--- src/rtl/prepare_eng_ctrl.sv ---
// Control FSM for the VR replica Prepare/ValidateRead engine.
// Sequences one inbound message at a time through the VR-state read,
// the accept checks, the clean-entry header read, the payload writes,
// the log-header/VR-state commit and the response to the UDP path.
//
// state         | meaning
// --------------+-------------------------------------------------------
// IDLE          | ready for a header beat; latch header into datapath
// ST_RD_REQ     | issue VR-state read request
// ST_RD_RESP    | wait for VR-state read data
// CHECK         | one cycle: capture response, decide accept/drop
// CLEAN_RD_REQ  | issue clean-entry log-header read request
// CLEAN_RD_RESP | wait for clean-entry header, store it in datapath
// LOG_DATA      | forward payload beats into the log data memory
// DRAIN         | discard remaining payload beats
// COMMIT        | write log header and VR state (independent handshakes)
// RESP_TX       | send response meta and data line (independent handshakes)
module prepare_eng_ctrl (
    input  logic clk,
    input  logic rst_n,

    input  logic manage_prep_req_val,
    input  logic manage_prep_req_last,
    output logic prep_manage_req_rdy,

    output logic prep_state_rd_req_val,
    input  logic state_prep_rd_req_rdy,
    input  logic state_prep_rd_resp_val,
    output logic prep_state_rd_resp_rdy,
    output logic prep_state_wr_val,
    input  logic state_prep_wr_rdy,

    output logic prep_log_hdr_rd_req_val,
    input  logic log_hdr_prep_rd_req_rdy,
    input  logic log_hdr_prep_rd_resp_val,
    output logic prep_log_hdr_rd_resp_rdy,
    output logic prep_log_hdr_wr_val,
    input  logic log_hdr_prep_wr_rdy,

    output logic prep_log_data_wr_val,
    input  logic log_data_prep_wr_rdy,

    output logic prep_to_udp_meta_val,
    input  logic udp_to_prep_meta_rdy,
    output logic prep_to_udp_data_val,
    output logic prep_to_udp_data_last,
    input  logic udp_to_prep_data_rdy,

    output logic ctrl_datap_store_info,
    output logic ctrl_datap_store_resp,
    output logic log_ctrl_datap_incr_wr_addr,
    output logic clean_ctrl_datap_store_hdr,

    input  logic datap_ctrl_prep_ok,
    input  logic datap_ctrl_log_has_space,
    input  logic datap_ctrl_msg_is_validate
);

    typedef enum logic [3:0] {
        IDLE,
        ST_RD_REQ,
        ST_RD_RESP,
        CHECK,
        CLEAN_RD_REQ,
        CLEAN_RD_RESP,
        LOG_DATA,
        DRAIN,
        COMMIT,
        RESP_TX
    } state_e;

    state_e state_q, state_d;
    logic   more_beats_q, more_beats_d;
    logic   send_resp_q, send_resp_d;
    logic   hdr_done_q, hdr_done_d;
    logic   st_done_q, st_done_d;
    logic   meta_done_q, meta_done_d;
    logic   data_done_q, data_done_d;

    logic   hdr_now, st_now, meta_now, data_now;

    // State register and per-message flags.
    always_ff @(posedge clk or negedge rst_n) begin
        if (!rst_n) begin
            state_q      <= IDLE;
            more_beats_q <= 1'b0;
            send_resp_q  <= 1'b0;
            hdr_done_q   <= 1'b0;
            st_done_q    <= 1'b0;
            meta_done_q  <= 1'b0;
            data_done_q  <= 1'b0;
        end else begin
            state_q      <= state_d;
            more_beats_q <= more_beats_d;
            send_resp_q  <= send_resp_d;
            hdr_done_q   <= hdr_done_d;
            st_done_q    <= st_done_d;
            meta_done_q  <= meta_done_d;
            data_done_q  <= data_done_d;
        end
    end

    // Next-state, flag updates and all handshake/strobe outputs.
    always_comb begin
        state_d      = state_q;
        more_beats_d = more_beats_q;
        send_resp_d  = send_resp_q;
        hdr_done_d   = hdr_done_q;
        st_done_d    = st_done_q;
        meta_done_d  = meta_done_q;
        data_done_d  = data_done_q;

        prep_manage_req_rdy         = 1'b0;
        prep_state_rd_req_val       = 1'b0;
        prep_state_rd_resp_rdy      = 1'b0;
        prep_state_wr_val           = 1'b0;
        prep_log_hdr_rd_req_val     = 1'b0;
        prep_log_hdr_rd_resp_rdy    = 1'b0;
        prep_log_hdr_wr_val         = 1'b0;
        prep_log_data_wr_val        = 1'b0;
        prep_to_udp_meta_val        = 1'b0;
        prep_to_udp_data_val        = 1'b0;
        prep_to_udp_data_last       = 1'b0;
        ctrl_datap_store_info       = 1'b0;
        ctrl_datap_store_resp       = 1'b0;
        log_ctrl_datap_incr_wr_addr = 1'b0;
        clean_ctrl_datap_store_hdr  = 1'b0;

        hdr_now  = 1'b0;
        st_now   = 1'b0;
        meta_now = 1'b0;
        data_now = 1'b0;

        unique case (state_q)
            IDLE: begin
                prep_manage_req_rdy = 1'b1;
                if (manage_prep_req_val) begin
                    ctrl_datap_store_info = 1'b1;
                    more_beats_d          = ~manage_prep_req_last;
                    send_resp_d           = 1'b0;
                    state_d               = ST_RD_REQ;
                end
            end
            ST_RD_REQ: begin
                prep_state_rd_req_val = 1'b1;
                if (state_prep_rd_req_rdy) begin
                    state_d = ST_RD_RESP;
                end
            end
            ST_RD_RESP: begin
                prep_state_rd_resp_rdy = 1'b1;
                if (state_prep_rd_resp_val) begin
                    state_d = CHECK;
                end
            end
            CHECK: begin
                // Response is captured before any commit touches VR state.
                ctrl_datap_store_resp = 1'b1;
                if (datap_ctrl_msg_is_validate) begin
                    send_resp_d = 1'b1;
                    state_d     = more_beats_q ? DRAIN : RESP_TX;
                end else if (datap_ctrl_prep_ok && datap_ctrl_log_has_space) begin
                    send_resp_d = 1'b1;
                    state_d     = CLEAN_RD_REQ;
                end else if (!datap_ctrl_prep_ok) begin
                    send_resp_d = 1'b1;
                    state_d     = more_beats_q ? DRAIN : RESP_TX;
                end else begin
                    // Log full: drop silently and let the primary retransmit.
                    send_resp_d = 1'b0;
                    state_d     = more_beats_q ? DRAIN : IDLE;
                end
            end
            CLEAN_RD_REQ: begin
                prep_log_hdr_rd_req_val = 1'b1;
                if (log_hdr_prep_rd_req_rdy) begin
                    state_d = CLEAN_RD_RESP;
                end
            end
            CLEAN_RD_RESP: begin
                prep_log_hdr_rd_resp_rdy = 1'b1;
                if (log_hdr_prep_rd_resp_val) begin
                    clean_ctrl_datap_store_hdr = 1'b1;
                    state_d = more_beats_q ? LOG_DATA : COMMIT;
                end
            end
            LOG_DATA: begin
                prep_log_data_wr_val = manage_prep_req_val;
                prep_manage_req_rdy  = log_data_prep_wr_rdy;
                if (manage_prep_req_val && log_data_prep_wr_rdy) begin
                    log_ctrl_datap_incr_wr_addr = 1'b1;
                    if (manage_prep_req_last) begin
                        state_d = COMMIT;
                    end
                end
            end
            DRAIN: begin
                prep_manage_req_rdy = 1'b1;
                if (manage_prep_req_val && manage_prep_req_last) begin
                    state_d = send_resp_q ? RESP_TX : IDLE;
                end
            end
            COMMIT: begin
                prep_log_hdr_wr_val = ~hdr_done_q;
                prep_state_wr_val   = ~st_done_q;
                hdr_now = hdr_done_q | log_hdr_prep_wr_rdy;
                st_now  = st_done_q  | state_prep_wr_rdy;
                if (hdr_now && st_now) begin
                    hdr_done_d = 1'b0;
                    st_done_d  = 1'b0;
                    state_d    = RESP_TX;
                end else begin
                    hdr_done_d = hdr_now;
                    st_done_d  = st_now;
                end
            end
            RESP_TX: begin
                prep_to_udp_meta_val  = ~meta_done_q;
                prep_to_udp_data_val  = ~data_done_q;
                prep_to_udp_data_last = ~data_done_q;
                meta_now = meta_done_q | udp_to_prep_meta_rdy;
                data_now = data_done_q | udp_to_prep_data_rdy;
                if (meta_now && data_now) begin
                    meta_done_d = 1'b0;
                    data_done_d = 1'b0;
                    state_d     = IDLE;
                end else begin
                    meta_done_d = meta_now;
                    data_done_d = data_now;
                end
            end
            default: begin
                state_d = IDLE;
            end
        endcase
    end

endmodule

--- config.mk ---
export PLATFORM = sky130hd
export DESIGN_NAME = prepare_eng_ctrl
export DESIGN_NICKNAME = d
export VERILOG_FILES = /design/src/rtl/prepare_eng_ctrl.sv
export SDC_FILE = /design/constraint.sdc
export NUM_CORES = 1
export LEC_CHECK = 0
export BUFFER_PORTS_ARGS = -buffer_cell sky130_fd_sc_hd__buf_2
export CAP_MARGIN = 20
export CORE_UTILIZATION = 48
export DETAILED_ROUTE_END_ITERATION = 8
export GPL_ROUTABILITY_DRIVEN = 0
export PLACE_DENSITY = 0.88
export SLEW_MARGIN = 15
export SYNTH_ARGS = -nofsm -noshare
export SYNTH_HDL_FRONTEND = slang
export SYNTH_SLANG_ARGS = --single-unit
export TNS_END_PERCENT = 20
--- constraint.sdc ---
create_clock -name clk -period 1.9 [get_ports clk]
set_input_delay 0.19 -clock clk [delete_from_list [all_inputs] [get_ports clk]]
set_output_delay 0.19 -clock clk [all_outputs]
set_load 0.02 [all_outputs]
==> metrics.txt, run 1 <==
Synth Warn # 0; Remaining Overflow, GRT 0; Worst Hold End more_beats_q$_DFFE_PN0P_; clk buf depth 2; global-route wire length before repair around 3400 um; RSZ-0062 raised after global routing false; WP data arrival roughly 1.6 ns; IO Count 31; ys flop type dfrtp_1; maxcap violations 0; Clock Pin Slew Worst Setup and Hold Paths ~0.080 ns; commonest cells after routing, fill and taps aside buf_2, nor2_1, a21oi_1; slew margin rel. 0.732; R2R Path Start state_q[0]$_DFFE_PN0P_; FILL cells around 130; critical path required time about 1.7 ns; Initial Util 0.538; leading cell type in the layout, fill and taps excluded buf_2; Initial DRC Count 37; HPWL Detailed about 1600 um; hold path startpoint manage_prep_req_last; number of global-route vias before repair 776; post-synthesis async set-or-reset flop share 1.00; Setup crit start kind flip-flop; Num CTS Buffers 3; number of antenna violations at the first check in global routing 0; Worst-Skew Late Latency 0.27 ns; pin count of the biggest net entering global routing 15; Synth top area share 0.295; Post-CTS Setup Inserts 0; Synth-to-Final Area Change 26.5%; Seq/Total Area, Yosys 0.295; total chip power roughly 0.0016 W; R2R Setup Slk about 0.17 ns; Least-Margin Pin Slew between 0.3 and 0.4 ns; Reg2Reg Capture Point state_q[1]$_DFFE_PN0P_; Root Driver clkbuf_4; row count 14; die area 1940 um^2; TritonCTS sink count 10; ANT cells 0; register bit count reported by yosys 10; setup violators final 0; period utilisation layout 0.940; DP Worst Slack 0.128 ns; via/cell ratio about 5.6; first-pass detailed-route iteration total 4; Antenna Nets Post-Route 0; die height about 44 um; DRC viols 0; setup TNS 0 ns; Final Net Count 160; Hold Vio Cnt, Final 0; Worst Path Max Fanout 14; TritonCTS clock tree yes; Leak roughly 0.53 nW; worst vdd ir 0.00108 V; Worst Hold Class in -> reg; drt total wl around 2100 um; Core Util, Final 0.681; Power Density about 1500 nW/um^2; Post-Syn Area 848 um^2; GRT Resource Usage Total 0.233; fraction of layout cells with a size suffix above 1 0.378; clk_skew 0.0133 ns; Mean Syn Cell Area 7.85 um^2; Core Region about 1600 um^2; IO buf count 30; minimum clock period around 1.8 ns; synth top area cells dfrtp_1, a21oi_1, nor2_1; Max Clk Rate around 560 MHz; average routed wire per standard cell 13.3 um; setup ws final ~0.11 ns; critical path type reg -> out; cell depth of the worst min-delay path 2; H-tree Lvls 1; via count just under 900; Distinct cells, synth 32; R2R cell count 5; worst setup path startpoint state_q[1]$_DFFE_PN0P_; cell taking the most area after synthesis dfrtp_1; Chip Width ~44 um; Post-synth EDFFs 0; Final Max Slew Viols 0; status complete, no violations; Synth Instances about 110; Mapped Nets around 120; Crit. End Element primary output
registers in the layout, indices dropped and copies added, names as in the netlist:
register	cells
data_done_q	1
send_resp_q	1
meta_done_q	1
st_done_q	1
more_beats_q	1
state_q	4
hdr_done_q	1
cells by family after synthesis:
| kind of cell | Yosys count | synth area share |
|---|---|---|
| and+or+nand+nor | 50 | 0.316 |
| AOI/OAI and AO/OA | 33 | 0.255 |
| buffers and inverters | 12 | 0.0870 |
| DFF | 10 | 0.295 |
| muxes | 3 | 0.0472 |
per-layer routing:
| metal | track usage | vias to the layer above | wire (um) |
|---|---|---|---|
| li1 | - | 454 | - |
| met1 | 0.313 | 411 | 951 |
| met2 | 0.379 | 26 | 1050 |
| met3 | 0.0653 | 2 | 106 |
| met4 | 0.0424 | 0 | 13 |
| met5 | 0 | - | 0 |
report_power, final:
| part | switching, W | total, W | internal, W |
|---|---|---|---|
| registers | 0.000116 | 0.000426 | 0.000311 |
| logic | 0.000536 | 0.000968 | 0.000432 |
| clock network | 0.0000782 | 0.000195 | 0.000116 |
| total | 0.000730 | 0.00159 | 0.000859 |
critical path, stage by stage, from the launching register on:
cell,delay (ns)
dfrtp_1,0.36
buf_4,0.21
buf_4,0.17
nand2_1,0.08
nor3_1,0.27
buf_2,0.23
per-stage QoR:
stage	cells	hold slack (ns)	cell area [um^2]
6_report	159	0.182	1070
3_5_place_dp	154	0.0659	1020
4_1_cts	159	0.198	1060
5_1_grt	159	0.206	1070
2_1_floorplan	108	-0.106	848
3_3_place_gp	154	0.0597	1020
synth_stat cells, drive strengths merged (3+ instances only):
library cell  instances
a21oi                13
buf                   7
dfrtp                10
inv                   5
nand2                10
nand2b                3
nor2                 16
nor2b                 5
nor3                  6
o211ai                3
o21ai                 6
o22ai                 3
what timing repair did:
action | in CTS | in global routing
hold endpoints to repair | 10 | 0
hold buffers | 1 | 0
gates resized for setup | 0 | 3
setup endpoints to repair | 0 | 5
worst max path at each step:
stage	cells after the start	end	slack, ns
global placement	5	state_q[1]$_DFFE_PN0P_	0.18
global route	6	log_ctrl_datap_incr_wr_addr	0.02
floorplan	5	log_ctrl_datap_incr_wr_addr	0.13
CTS	5	prep_log_hdr_wr_val	0.007
detailed placement	5	state_q[1]$_DFFE_PN0P_	0.13
finish	5	ctrl_datap_store_resp	0.11
cell type report:
class	instances	area, um^2	area share
timing repair buffer	38	213	0.198
clock buffer	4	36.3	0.0338
tap	16	20.0	0.0186
multi-input combinational	86	532	0.495
inverter	5	21.3	0.0198
sequential	10	251	0.234
No activity file was read; power rests on OpenSTA's default activity.
==> inputs of run 2 (changes only) <==
--- a/config.mk
+++ b/config.mk
@@ -7,6 +7,7 @@
 export LEC_CHECK = 0
 export BUFFER_PORTS_ARGS = -buffer_cell sky130_fd_sc_hd__buf_2
 export CAP_MARGIN = 20
+export CORE_MARGIN = 4
 export CORE_UTILIZATION = 48
 export DETAILED_ROUTE_END_ITERATION = 8
 export GPL_ROUTABILITY_DRIVEN = 0
==> run 2 against run 1 <==
Non-clock buffer count decreased by 1. Total power rose by 2.2%. Clock power barely moved. Largest cell class unchanged. Largest power group unchanged. Highest routed layer unchanged.
==> metrics.txt, run 2 (same netlist as run 1, synthesis figures left out) <==
IO Count 31 (unchanged); TritonCTS sink count 10 (unchanged); setup TNS 0 ns (unchanged); die area 2500 um^2 (+29%); FILL cells 142 (+6.0%); average routed wire per standard cell 14.2 um (+6.6%); worst vdd ir 0.000944 V (-13%); Reg2Reg Capture Point state_q[1]$_DFFE_PN0P_; H-tree Lvls 1 (unchanged); TritonCTS clock tree yes; maxcap violations 0 (unchanged); Max Clk Rate 552 MHz (-1.4%); critical path type reg -> out; drt total wl 2360 um (+11%); die height 50.0 um (+14%); setup violators final 0 (unchanged); DRT met1 WL 939 um (-1.3%); slowest stage delay, CP 0.45 ns (+0.09 ns); delay-heaviest family, CP buffers and inverters; row count 14 (unchanged); minimum clock period 1.81 ns (+0.0248 ns); R2R Path Start state_q[1]$_DFFE_PN0P_; Num CTS Buffers 3 (unchanged); crit path cell chain buf_4 -> inv_1 -> nand2_1 -> nor3_2 -> and2_1 -> buf_2; clk buf depth 2 (unchanged); Core Region 1590 um^2 (+1.1%); via/cell ratio 5.55 (-1.2%); Chip Width 50.0 um (+14%); Clock Pin Slew Worst Setup and Hold Paths 0.07 ns (about the same); Most flops, register state_q; final cell count without fillers 166 (+4.4%); GRT Resource Usage Total 0.202 (-0.0313); WP data arrival 1.62 ns (+0.02 ns); Leak 0.530 nW (about the same); pin count of the biggest net entering global routing 21 (+6); leading cell type in the layout, fill and taps excluded buf_2; RSZ-0062 raised after global routing true; status complete, no violations; Final Max Slew Viols 0 (unchanged); total chip power 0.00162 W (+2.2%); clk_skew 0.00813 ns (-0.00518 ns); global-route wire length before repair 3940 um (+17%); Synth-to-Final Area Change 28.6%; ANT cells 0 (unchanged); R2R cell count 6 (+1); DRC viols 0 (unchanged); Worst Path Max Fanout 8 (-6); worst hold slack 0.166 ns (-0.0158 ns); Initial DRC Count 28 (-24%); R2R Setup Slk 0.13 ns (-0.04 ns); slowest CP cell dfrtp_1; Root Driver clkbuf_4; Power Density 1490 nW/um^2 (+0.56%); first-pass detailed-route iteration total 4 (unchanged); met2 wire length 1260 um (+20%); Antenna Nets Post-Route 0 (unchanged); IO buf count 30 (unchanged); slew margin rel. 0.717 (-0.0150); period utilisation layout 0.953 (+0.0131); HPWL Detailed 1860 um (+17%); max layer used met4; via count 921 (+3.1%); placed cells 161 (+4.5%); worst setup path startpoint state_q[3]$_DFFE_PN0P_; wire length on met3 91 um (-14%); max reg flops 4 (unchanged); CP endpoint log_ctrl_datap_incr_wr_addr; Crit. End Element primary output; Core Util, Final 0.684 (+0.00351); Final Net Count 159 (-0.63%); number of global-route vias before repair 879 (+13%); commonest cells after routing, fill and taps aside buf_2, nor2_1, a21oi_1; Least-Margin Pin Slew 0.414 ns (+0.0220 ns); CP Depth 6 (+1); fraction of layout cells with a size suffix above 1 0.380 (+0.00266); Initial Util 0.532 (-0.00591); number of antenna violations at the first check in global routing 0 (unchanged); Worst-Skew Late Latency 0.27 ns (about the same); Worst Hold Class in -> reg; Remaining Overflow, GRT 0 (unchanged); CP bufs+invs 3 (unchanged); Hold Vio Cnt, Final 0 (unchanged); Setup crit start kind flip-flop; Post-CTS Setup Inserts 0 (unchanged); critical path required time 1.71 ns (about the same)
## run 2: timing repair
action / 4_1_cts / 5_1_grt
endpoints found under the setup margin: 0 / 5
gates resized for setup: 0 / 4
hold buffers: 1 / 0
hold endpoints to repair: 10 / 0
## run 2: per-stage QoR
stage                     area, um^2  setup slack (ns)
after global routing            1090           -0.0117
after detailed placement        1030             0.108
after CTS                       1080            0.0125
after floorplan                  848             0.126
after global placement          1030             0.185
final                           1090            0.0886
## run 2: worst register-to-register path, stage by stage (launching register included)
cell and delay (ns):
dfrtp_1 0.38, buf_12 0.16, and4bb_4 0.23, a22oi_2 0.19, o21ai_2 0.09, a211o_4 0.30
mux2_4 0.31
## run 2: worst min path at each step
stage	from	to	slack, ns	cells past startpoint
floorplan	rst_n	data_done_q$_DFFE_PN0N_	-0.11	0
global placement	rst_n	more_beats_q$_DFFE_PN0P_	0.06	1
detailed placement	rst_n	meta_done_q$_DFFE_PN0N_	0.06	1
CTS	manage_prep_req_last	more_beats_q$_DFFE_PN0P_	0.16	2
global route	manage_prep_req_last	more_beats_q$_DFFE_PN0P_	0.17	2
finish	manage_prep_req_last	more_beats_q$_DFFE_PN0P_	0.17	2
## run 2: cell type report
type	instances	area, um^2	area share
inverter	5	21.3	0.0195
sequential	10	251	0.231
multi-input combinational	86	534	0.490
tap	24	30.0	0.0275
clock buffer	4	36.3	0.0333
timing repair buffer	37	218	0.200
## run 2: power breakdown
| part | internal [W] | leakage, nW | switching, W | total, W |
|---|---|---|---|---|
| sequential | 0.000311 | 0.122 | 0.000122 | 0.000432 |
| combinational | 0.000449 | 0.387 | 0.000551 | 0.000999 |
| clock | 0.000116 | 0.0210 | 0.0000764 | 0.000193 |
| total | 0.000875 | 0.530 | 0.000748 | 0.00162 |
## run 2: per-layer routing
metal | global-route usage | vias to the layer above
met1 | 0.237 | 434
met5 | 0 | -
met4 | 0.0783 | 0
met2 | 0.350 | 30
met3 | 0.0452 | 8
li1 | - | 449
==> inputs of run 3 (changes only) <==
--- a/config.mk
+++ b/config.mk
@@ -8,10 +8,10 @@
 export BUFFER_PORTS_ARGS = -buffer_cell sky130_fd_sc_hd__buf_2
 export CAP_MARGIN = 20
 export CORE_MARGIN = 4
-export CORE_UTILIZATION = 48
+export CORE_UTILIZATION = 43
 export DETAILED_ROUTE_END_ITERATION = 8
 export GPL_ROUTABILITY_DRIVEN = 0
-export PLACE_DENSITY = 0.88
+export PLACE_DENSITY = 0.84
 export SLEW_MARGIN = 15
 export SYNTH_ARGS = -nofsm -noshare
 export SYNTH_HDL_FRONTEND = slang
==> constraint.sdc (replaced) <==
create_clock -name clk -period 1.48 [get_ports clk]
set_input_delay 0.148 -clock clk [delete_from_list [all_inputs] [get_ports clk]]
set_output_delay 0.148 -clock clk [all_outputs]
set_load 0.1 [all_outputs]
==> run 3 against run 2 <==
The flow now stops in global routing. Synthesized cell count unchanged. Area after synthesis unchanged.
==> metrics.txt, run 3 <==
HPWL Detailed 2580 um (+39%); Synth top area share 0.295 (unchanged); IO buf count 30 (unchanged); worst ep type register data pin; Post-Syn Area 848 um^2 (unchanged); Post-synth EDFFs 0 (unchanged); IO Count 31 (unchanged); Initial Util 0.471 (-0.0613); die height 52.4 um (+4.7%); Synth Warn # 0 (unchanged); worst endpoint from the post-global-route timing repair state_q[1]$_DFFE_PN0P_/D; Run Error [ERROR DPL-0033] detailed placement checks failed during check placement.; cell taking the most area after synthesis dfrtp_1; most common cell in the netlist nor2_1; clk buf depth 2 (unchanged); status aborted with a tool error; post-synthesis async set-or-reset flop share 1.00 (unchanged); pin count of the biggest net entering global routing 11; Chip Width 52.4 um (+4.7%); Distinct cells, synth 32 (unchanged); Synth Instances 108 (unchanged); Mapped Nets 124 (unchanged); ys flop type dfrtp_1; most instantiated cells after synthesis nor2_1, a21oi_1, dfrtp_1, nand2_1, nor3_1; register bit count reported by yosys 10 (unchanged); Root Driver clkbuf_4; placed cells 181 (+12%); H-tree Lvls 1 (unchanged); Num CTS Buffers 3 (unchanged); Seq/Total Area, Yosys 0.295 (unchanged); last flow stage reached global routing; row count 15 (+1); number of antenna violations at the first check in global routing 0; Mean Syn Cell Area 7.85 um^2 (unchanged); TritonCTS sink count 10 (unchanged); synth top area cells dfrtp_1, a21oi_1, nor2_1
[run 3: cell counts after synthesis]
No cell type changed its count.
[run 3: cell families after synthesis]
kind of cell	Yosys count	share of synthesized area
AND/OR/NAND/NOR	50	0.316
flip-flops	10	0.295
buffers and inverters	12	0.0870
multiplexers	3	0.0472
AO/OA/AOI/OAI	33	0.255
[run 3: timing repair]
action                     4_1_cts
hold buffers                     1
buffers inserted                13
resized for setup               26
hold endpoints to repair        10
pin swaps                        6
setup endpoints to repair       21
[run 3: stage by stage]
step	cell area [um^2]	setup TNS [ns]	worst slack [ns]	hold WS (ns)
detailed placement	1500	-1.53	-0.237	0.0187
floorplan	955	-5.78	-0.667	-0.148
global placement	1500	-0.724	-0.150	0.00855
CTS	1720	-4.11	-0.295	0.0967
==> inputs of run 4 (changes only) <==
--- a/config.mk
+++ b/config.mk
@@ -7,11 +7,11 @@
 export LEC_CHECK = 0
 export BUFFER_PORTS_ARGS = -buffer_cell sky130_fd_sc_hd__buf_2
 export CAP_MARGIN = 20
-export CORE_MARGIN = 4
-export CORE_UTILIZATION = 43
+export CORE_AREA = 4 4 65 67
 export DETAILED_ROUTE_END_ITERATION = 8
+export DIE_AREA = 0 0 69 71
 export GPL_ROUTABILITY_DRIVEN = 0
-export PLACE_DENSITY = 0.84
+export PLACE_DENSITY_LB_ADDON = 0.15
 export SLEW_MARGIN = 15
 export SYNTH_ARGS = -nofsm -noshare
 export SYNTH_HDL_FRONTEND = slang
==> constraint.sdc (replaced) <==
create_clock -name clk -period 1.92 [get_ports clk]
set_input_delay 0.192 -clock clk [delete_from_list [all_inputs] [get_ports clk]]
set_output_delay 0.192 -clock clk [all_outputs]
set_load 0.1 [all_outputs]
==> run 4 against run 3 <==
The flow now finishes without violations.
==> metrics.txt, run 4 (same netlist as run 1, synthesis figures left out) <==
status complete, no violations; slowest CP cell dfrtp_2; CP Depth 4; register area ~250 um^2; Remaining Overflow, GRT 0; clk_skew between 0.0004 and 0.0005 ns; Root Driver clkbuf_8; first-pass detailed-route iteration total 4; die height 71 um (+35%); WP data arrival ~1.6 ns; FILL cells ~380; Initial Util 0.233 (-0.237); IO Count 31 (unchanged); maxcap violations 0; RSZ-0062 raised after global routing false; slowest stage delay, CP approximately 0.43 ns; average routed wire per standard cell approximately 13 um; Antenna Nets Post-Route 0; Most flops, register state_q; critical path type reg -> out; fraction of layout cells with a size suffix above 1 0.472; via count about 900; Worst Hold Class in -> reg; TritonCTS sink count 10 (unchanged); via/cell ratio roughly 4.8; IO buf count 30 (unchanged); setup TNS 0 ns; setup violators final 0; setup ws final between 0.09 and 0.1 ns; clk buf depth 2 (unchanged); HPWL Detailed 2080 um (-20%); die area around 4900 um^2; ANT cells 0; commonest cells after routing, fill and taps aside buf_12, buf_2, nor2_1, a21oi_1, nand2_1; number of antenna violations at the first check in global routing 0; placed cell area 1360 um^2 (-9.3%); worst setup path startpoint state_q[1]$_DFFE_PN0P_; max reg flops 4; Multi-input gate area about 600 um^2; Final Net Count ~160; Leak slightly above 0.6 nW; Num CTS Buffers 3 (unchanged); Synth-to-Final Area Change 68.3%; DRC viols 0; drt total wl ~2500 um; Initial DRC Count 25; Least-Margin Pin Slew 0.409 ns; Final Max Slew Viols 0; Worst-Skew Late Latency approximately 0.23 ns; GRT Resource Usage Total 0.104; Max Clk Rate between 500 and 600 MHz; hold path startpoint manage_prep_req_last; Hold Vio Cnt, Final 0; R2R cell count 6; Power Density between 1500 and 2000 nW/um^2; DP Worst Slack 0.171 ns (+0.408 ns); Chip Width 69 um (+32%); slew margin rel. 0.721; row count 22 (+7); crit path cell chain buf_12 -> or3_1 -> a21oi_2 -> buf_12; Core Region roughly 3600 um^2; Setup crit start kind flip-flop; Crit. End Element primary output; Final Cell Area 1430 um^2; TritonCTS clock tree yes; number of global-route vias before repair roughly 870; leading cell type in the layout, fill and taps excluded buf_12; pin count of the biggest net entering global routing 18; Worst Path Max Fanout 17; minimum clock period 1.82 ns; CP bufs+invs 2; Clock Pin Slew Worst Setup and Hold Paths roughly 0.04 ns; R2R Path Start state_q[1]$_DFFE_PN0P_; global-route wire length before repair slightly above 4000 um; cell depth of the worst min-delay path 2; worst vdd ir 0.00101 V; H-tree Lvls 1 (unchanged); Core Util, Final 0.393; cell repeated most along the worst path buf_12; total chip power 0.00238 W; delay-heaviest family, CP flip-flops; period utilisation layout 0.948; critical path required time between 1.5 and 2 ns
run 4: final cells by class:
cell class,instances,area share
Multi-Input combinational cell,86,0.411
Timing Repair Buffer,40,0.326
Inverter,5,0.0149
Tap cell,48,0.0421
Clock buffer,3,0.0289
Sequential cell,10,0.177
run 4: routing by layer:
layer  global-route usage  share of wire
met4               0.0347          0.014
met1                0.134           0.45
met5                    0              0
met3               0.0256          0.035
met2                0.171           0.50
run 4: stage by stage:
step | hold slack [ns] | cells
after floorplan | -0.104 | 108
after global placement | 0.0719 | 186
after detailed placement | 0.0658 | 186
after CTS | 0.190 | 190
after global routing | 0.206 | 192
final | 0.187 | 192
run 4: timing repair:
item / in CTS / in global routing
hold buffers: 1 / 0
pin swaps: 1 / 1
setup endpoints to repair: 2 / 3
buffers inserted: 0 / 2
resized for setup: 1 / 2
endpoints found under the hold margin: 10 / 0
run 4: worst reg2reg max path: stages (launching register included):
cell,delay [ns]
dfrtp_2,0.43
buf_12,0.16
nor4b_2,0.34
a22oi_2,0.14
o21ai_2,0.08
a211o_4,0.14
mux2_4,0.30
run 4: final timing paths:
| kind | to | slack [ns] |
|---|---|---|
| worst max-delay path | prep_manage_req_rdy | 0.1 |
| worst min-delay path | more_beats_q$_DFFE_PN0P_ | 0.19 |
| worst max register to register | state_q[2]$_DFFE_PN0P_ | 0.19 |
| worst min register to register | data_done_q$_DFFE_PN0N_ | 0.57 |
| max in group asynchronous | state_q[0]$_DFFE_PN0P_ | 1.35 |
| min in group asynchronous | meta_done_q$_DFFE_PN0N_ | 0.36 |
run 4: power breakdown:
part	internal [W]	switching (W)	total (W)
Combinational	0.000710	0.00104	0.00175
Clock	0.000136	0.0000676	0.000204
Sequential	0.000311	0.000116	0.000427
Total	0.00116	0.00123	0.00238
